### config.mk
export PLATFORM = sky130hd
export DESIGN_NAME = golden_nonce_arbiter
export DESIGN_NICKNAME = d
export VERILOG_FILES = /design/src/rtl/golden_nonce_arbiter.sv
export SDC_FILE = /design/constraint.sdc
export NUM_CORES = 1
export LEC_CHECK = 0
export ABC_AREA = 1
export ABC_CLOCK_PERIOD_IN_PS = 5160
export CAP_MARGIN = 15
export CELL_PAD_IN_SITES_DETAIL_PLACEMENT = 0
export CELL_PAD_IN_SITES_GLOBAL_PLACEMENT = 1
export CORE_UTILIZATION = 35
export DETAILED_ROUTE_END_ITERATION = 8
export PLACE_DENSITY_LB_ADDON = 0.1
export SETUP_SLACK_MARGIN = 0.05
export SLEW_MARGIN = 0
export SYNTH_ARGS = -nofsm -noshare
export SYNTH_HDL_FRONTEND = slang
export SYNTH_SLANG_ARGS = --single-unit
### constraint.sdc
create_clock -name hash_clk -period 5.16 [get_ports hash_clk]
set_input_delay 1.032 -clock hash_clk [delete_from_list [all_inputs] [get_ports hash_clk]]
set_output_delay 1.032 -clock hash_clk [all_outputs]
set_load 0.05 [all_outputs]
### src/rtl/golden_nonce_arbiter.sv
// Round-robin arbiter that serialises golden-nonce strobes from NUM_CORES hashcores
// through a small FIFO onto a rate-limited single-nonce output. Optional macro: GNA_DROP_COUNT_EN.
module golden_nonce_arbiter #(
    parameter int NUM_CORES  = 4,
    parameter int FIFO_DEPTH = 8,
    parameter int GAP_CYCLES = 7
) (
    input  logic                          hash_clk,
    input  logic                          reset,
    input  logic [NUM_CORES-1:0]          core_match,
    input  logic [32*NUM_CORES-1:0]       core_nonce,
    output logic                          rx_new_nonce,
    output logic [31:0]                   rx_golden_nonce,
    output logic [$clog2(FIFO_DEPTH):0]   fifo_level
`ifdef GNA_DROP_COUNT_EN
    ,
    output logic [15:0]                   drop_count
`endif
);

    localparam int IDX_W = (NUM_CORES > 1) ? $clog2(NUM_CORES) : 1;
    localparam int AW    = $clog2(FIFO_DEPTH);
    localparam int LW    = AW + 1;
    localparam int CNT_W = $clog2(GAP_CYCLES + 1);

    typedef enum logic [0:0] {
        ST_IDLE = 1'b0,
        ST_GAP  = 1'b1
    } state_t;

    logic [NUM_CORES-1:0] r_pend;
    logic [31:0]          r_pend_nonce [NUM_CORES];
    logic [IDX_W-1:0]     r_rr_ptr;

    logic [31:0]          r_mem [FIFO_DEPTH];
    logic [AW-1:0]        r_wr_ptr;
    logic [AW-1:0]        r_rd_ptr;
    logic [LW-1:0]        r_level;

    state_t               r_state;
    logic [CNT_W-1:0]     r_gap_cnt;
    logic                 r_new_nonce;
    logic [31:0]          r_golden_nonce;

    logic                 w_full;
    logic                 w_empty;
    logic                 w_grant_vld;
    logic [IDX_W-1:0]     w_grant_idx;
    logic [IDX_W-1:0]     w_cand;
    logic                 w_hit;
    logic [NUM_CORES-1:0] w_clr;
    logic [NUM_CORES-1:0] w_drop;
    logic [NUM_CORES-1:0] w_load;
    logic                 w_push;
    logic                 w_pop;
    logic [31:0]          w_push_data;

    assign w_full      = (r_level == LW'(FIFO_DEPTH));
    assign w_empty     = (r_level == LW'(0));
    assign w_push      = w_grant_vld;
    assign w_pop       = (r_state == ST_IDLE) && !w_empty;
    assign w_push_data = r_pend_nonce[w_grant_idx];

    // Round-robin search for the first pending core starting at the pointer.
    always_comb begin
        w_grant_vld = 1'b0;
        w_grant_idx = IDX_W'(0);
        w_cand      = IDX_W'(0);
        w_hit       = 1'b0;
        for (int k = 0; k < NUM_CORES; k++) begin
            w_cand = ((int'(r_rr_ptr) + k) >= NUM_CORES) ?
                     IDX_W'(int'(r_rr_ptr) + k - NUM_CORES) :
                     IDX_W'(int'(r_rr_ptr) + k);
            w_hit       = !w_full && !w_grant_vld && r_pend[w_cand];
            w_grant_idx = w_hit ? w_cand : w_grant_idx;
            w_grant_vld = w_grant_vld | w_hit;
        end
    end

    // Per-core grant, drop and load decisions; a grant frees the slot for a same-edge re-match.
    always_comb begin
        w_clr  = {NUM_CORES{1'b0}};
        w_drop = {NUM_CORES{1'b0}};
        w_load = {NUM_CORES{1'b0}};
        for (int i = 0; i < NUM_CORES; i++) begin
            w_clr[i]  = w_grant_vld && (w_grant_idx == IDX_W'(i));
            w_drop[i] = core_match[i] && r_pend[i] && !w_clr[i];
            w_load[i] = core_match[i] && !w_drop[i];
        end
    end

    // Pending registers and round-robin pointer.
    always_ff @(posedge hash_clk) begin
        if (reset) begin
            r_pend   <= {NUM_CORES{1'b0}};
            r_rr_ptr <= IDX_W'(0);
            for (int i = 0; i < NUM_CORES; i++) begin
                r_pend_nonce[i] <= 32'h0000_0000;
            end
        end else begin
            for (int i = 0; i < NUM_CORES; i++) begin
                if (w_load[i]) begin
                    r_pend[i]       <= 1'b1;
                    r_pend_nonce[i] <= core_nonce[32*i +: 32];
                end else if (w_clr[i]) begin
                    r_pend[i] <= 1'b0;
                end else begin
                    r_pend[i] <= r_pend[i];
                end
            end
            if (w_grant_vld) begin
                r_rr_ptr <= (w_grant_idx == IDX_W'(NUM_CORES - 1)) ? IDX_W'(0) :
                            w_grant_idx + IDX_W'(1);
            end else begin
                r_rr_ptr <= r_rr_ptr;
            end
        end
    end

    // FIFO storage; contents are meaningless while the level says empty, so no reset.
    always_ff @(posedge hash_clk) begin
        if (w_push) begin
            r_mem[r_wr_ptr] <= w_push_data;
        end
    end

    // FIFO pointers and occupancy.
    always_ff @(posedge hash_clk) begin
        if (reset) begin
            r_wr_ptr <= AW'(0);
            r_rd_ptr <= AW'(0);
            r_level  <= LW'(0);
        end else begin
            if (w_push) begin
                r_wr_ptr <= r_wr_ptr + AW'(1);
            end
            if (w_pop) begin
                r_rd_ptr <= r_rd_ptr + AW'(1);
            end
            case ({w_push, w_pop})
                2'b10:   r_level <= r_level + LW'(1);
                2'b01:   r_level <= r_level - LW'(1);
                default: r_level <= r_level;
            endcase
        end
    end

    // Output FSM: pop one nonce, pulse, then hold off for GAP_CYCLES low cycles.
    always_ff @(posedge hash_clk) begin
        if (reset) begin
            r_state        <= ST_IDLE;
            r_gap_cnt      <= CNT_W'(0);
            r_new_nonce    <= 1'b0;
            r_golden_nonce <= 32'h0000_0000;
        end else begin
            case (r_state)
                ST_IDLE: begin
                    if (w_pop) begin
                        r_golden_nonce <= r_mem[r_rd_ptr];
                        r_new_nonce    <= 1'b1;
                        r_gap_cnt      <= CNT_W'(GAP_CYCLES);
                        r_state        <= ST_GAP;
                    end else begin
                        r_new_nonce <= 1'b0;
                    end
                end
                ST_GAP: begin
                    r_new_nonce <= 1'b0;
                    if (r_gap_cnt <= CNT_W'(1)) begin
                        r_gap_cnt <= CNT_W'(0);
                        r_state   <= ST_IDLE;
                    end else begin
                        r_gap_cnt <= r_gap_cnt - CNT_W'(1);
                    end
                end
                default: begin
                    r_new_nonce <= 1'b0;
                    r_gap_cnt   <= CNT_W'(0);
                    r_state     <= ST_IDLE;
                end
            endcase
        end
    end

    assign rx_new_nonce    = r_new_nonce;
    assign rx_golden_nonce = r_golden_nonce;
    assign fifo_level      = r_level;

`ifdef GNA_DROP_COUNT_EN
    logic [15:0] r_drop_cnt;
    logic [4:0]  w_drop_num;
    logic [16:0] w_drop_sum;

    // Number of cores losing a nonce at this edge.
    always_comb begin
        w_drop_num = 5'd0;
        for (int i = 0; i < NUM_CORES; i++) begin
            w_drop_num = w_drop_num + {4'd0, w_drop[i]};
        end
    end

    assign w_drop_sum = {1'b0, r_drop_cnt} + {12'd0, w_drop_num};

    // Saturating drop counter.
    always_ff @(posedge hash_clk) begin
        if (reset) begin
            r_drop_cnt <= 16'h0000;
        end else if (w_drop_sum[16]) begin
            r_drop_cnt <= 16'hFFFF;
        end else begin
            r_drop_cnt <= w_drop_sum[15:0];
        end
    end

    assign drop_count = r_drop_cnt;
`endif

endmodule
==> impl_results.md <==
* Worst Tran Pin Value at 1.042 ns
* Synthesis-to-finish area growth at 20.38%
* F_max at 292.2 MHz
* R2R Path Start: r_rr_ptr[0]
* Crit path time final at roughly 3.4 ns
* Crit-path slowest cell: or2_2
* DRC at 0
* Total of fill cells in the finished design at approximately 5000
* Crit path DAT at around 3.6 ns
* Largest stage delay, worst path at ~0.76 ns
* Req. time, crit path at 5.35 ns
* Area of the multi-input gates at between 0.004 and 0.005 mm2
* Clock transition at path regs at ~0.06 ns
* Post-synthesis register bit count at approximately 440
* Buf/Inv on CP at 3
* Sequential area share after synthesis at 0.6883
* CORE AREA at 0.05151 mm2
* Final nets at roughly 1900
* Reg area at roughly 0.013 mm2
* Unique masters post-synth at 34
* Ys Warns at 0
* Reg-to-reg endpoint: r_pend_nonce[3][3]
* Startpoint types: register
* Initial antenna violation count at 2
* I/O Buffers at 170
* Ys async rst share at 0
* Setup_tns at 0 ns
* Share of layout cells above drive strength 1 at 0.1042
* Crit. path cell count at 15
* Unrepaired setup endpoints after global routing: no
* Cts bufs inserted at 48
* Top-area cell type share of the netlist area at 0.6303
* First-pass GRT wire length at around 74000 um
* Final worst-path cycle share at 0.6632
* Cts hold-fix bufs at 0
* H-tree levels at 2
* Setup CP Type: register to register
* Die width at ~230 um
* Top-count cell post-synth: edfxtp_1
* Maximum VDD drop at roughly 420 uV
* Num Clock Sinks at between 400 and 500
* FF-to-FF path depth at 15
* Slew HR at 0.3020
* Reg2Reg Setup Slack at ~1.7 ns
* Worst-Skew Late Latency at a little under 0.6 ns
* Die footprint at about 0.053 mm2
* CTS tree: done
* Gate count after technology mapping at around 1600
* Syn nets at approximately 1800
* Worst-path cell chain: inv_4, nand2_1, nand3_1, nand2_2, nand2_1, nor2_1, nor2_1, o21ai_2, nand2_2, inv_2, buf_4, ha_1, nand2_1, a21oi_1, or2_2
* HP Class: register to register
* Critical path peak fanout at 34
* Layout Skew at between 0.015 and 0.02 ns
* DRT iter0 DRCs at 800
* Synth area leaders: edfxtp_1, dfxtp_1, o21ai_0
* Design area at roughly 0.022 mm2
* Routed Wire Length at roughly 49000 um
* Endpoints failing hold at 0
* Yosys top cell by area: edfxtp_1
* Wire per inst at around 20 um
* Ports at about 170
* Leak at 8.258 nW
* Delay-heaviest family, CP: simple AND/OR/NAND/NOR gates
* Syn_area_per_cell at 11.30 um2
* DP HPWL at ~29000 um
* Post-Syn Area at 0.01829 mm2
* GRT Util Overall at 0.1862
* Effective utilization at floorplan at 0.3552
* Setup crit end kind: register
* Aggregate global routing overflow at 0
* Hold Startpoint: rx_golden_nonce[9]
* Row cnt at between 80 and 90
* Post-synth EDFFs at about 380
* CTS resizes at 0
* Max cap viols at 0
* Top_reg_cell synth: edfxtp_1
* Hold Crit Depth at 2
* Routed Antenna Nets at 0
* Post-DR vias/cell at about 4.8
* Clock root buffer: clkbuf_16
* Largest net degree at the start of global routing at ~90
* DP Area at a little over 0.02 mm2
* Postcts setup bufs at 0
* Final setup violation count at 0
* DRT Pass-1 Iters at 5
* Cell Pwr Density at 693.8 mW/mm2
* Final Max Tran Viols at 0
* Height of the die at about 230 um
* Hold path endpoint: rx_golden_nonce[9]
* Outcome: finished clean
* Worst-case clock buffer depth at 3
* Top cells by count, synth: edfxtp_1, nor2_1, inv_1, o21ai_0, nand2_1
* Total number of vias at 12024
* Worst hold slack at roughly 0.49 ns
* RePlAce Congestion at around 0.79
* Most Frequent Cell on Critical Path: nand2_1
* Vias in the first global route at between 10000 and 15000
==> cell families after synthesis <==
kind of cell,after synthesis,share of synthesized area
AO/OA/AOI/OAI,345,0.1103
XOR/XNOR,5,0.002394
adder cells (fa/ha/maj),7,0.004787
buffers and inverters,293,0.06730
flip-flops,437,0.6883
AND/OR/NAND/NOR,532,0.1269
==> tightest hold or removal path: cells and delay by family (launching register included) <==
family | cells | cell delay (ns)
flip-flops | 1 | 0.30
AND/OR/NAND/NOR | 1 | 0.06
AO/OA/AOI/OAI | 1 | 0.07
==> metal layers <==
metal	share of wire	vias up	track usage
met2	0.47	293	0.3062
met5	0	-	0
met3	0.047	61	0.02754
met1	0.46	5810	0.2528
met4	0.020	0	0.05960
li1	-	5860	-
==> state kept, by name, indices dropped and copies added (netlist names) <==
| name | flops |
|---|---|
| r_mem | 256 |
| r_pend_nonce | 128 |
| rx_golden_nonce | 32 |
| fifo_level | 4 |
| r_pend | 4 |
| r_gap_cnt | 3 |
| r_rd_ptr | 3 |
| r_wr_ptr | 3 |
| r_rr_ptr | 2 |
| r_state | 1 |
| rx_new_nonce | 1 |
==> report_power, final <==
group / internal (mW) / total (mW) / switching [mW]
clock: 1.90 / 3.28 / 1.38
combinational: 1.36 / 5.82 / 4.45
sequential: 5.86 / 6.18 / 0.326
==> placed cells by master, fill, tap and decap left out, types with 40 or more instances in the layout <==
cell / count
o21ai_0: 193
clkdlybuf4s50_1: 170
nor2_2: 73
clkbuf_16: 49
inv_1: 183
edfxtp_1: 384
nand3_1: 43
nand2_1: 169
nor2_1: 230
dfxtp_1: 52
a21oi_1: 40
==> area by class of cell <==
cell class	instances	area share
antenna	1	0.0001136
clock buffer	70	0.06108
clock inverter	19	0.006591
inverter	200	0.03432
multi-input combinational	889	0.2030
sequential	437	0.5720
tap	680	0.03863
timing repair buffer	189	0.08431
==> how the worst max path moves through the flow <==
stage	from	end	slack, ns
detailed placement	r_rr_ptr[0]	r_pend_nonce[3][8]	1.71
global placement	r_rr_ptr[0]	r_pend_nonce[0][31]	1.62
global route	r_rr_ptr[0]	r_pend_nonce[3][19]	1.43
CTS	r_rr_ptr[0]	r_pend_nonce[3][3]	1.69
floorplan	fifo_level[3]	r_pend_nonce[3][0]	2.23
finish	r_rr_ptr[0]	r_pend_nonce[3][3]	1.74
==> through the flow <==
step / total power, mW / cells / setup slack, ns / utilization
final: 15.28 / 2485 / 1.738 / 0.4275
after global routing: 16.20 / 2484 / 1.434 / 0.4275
after CTS: 15.47 / 2484 / 1.691 / 0.4275
after detailed placement: 12.16 / 2395 / 1.707 / 0.3986
after global placement: 12.10 / 2394 / 1.622 / 0.3982
after floorplan: 9.898 / 1619 / 2.234 / -
(Power assumes the default switching activity.)
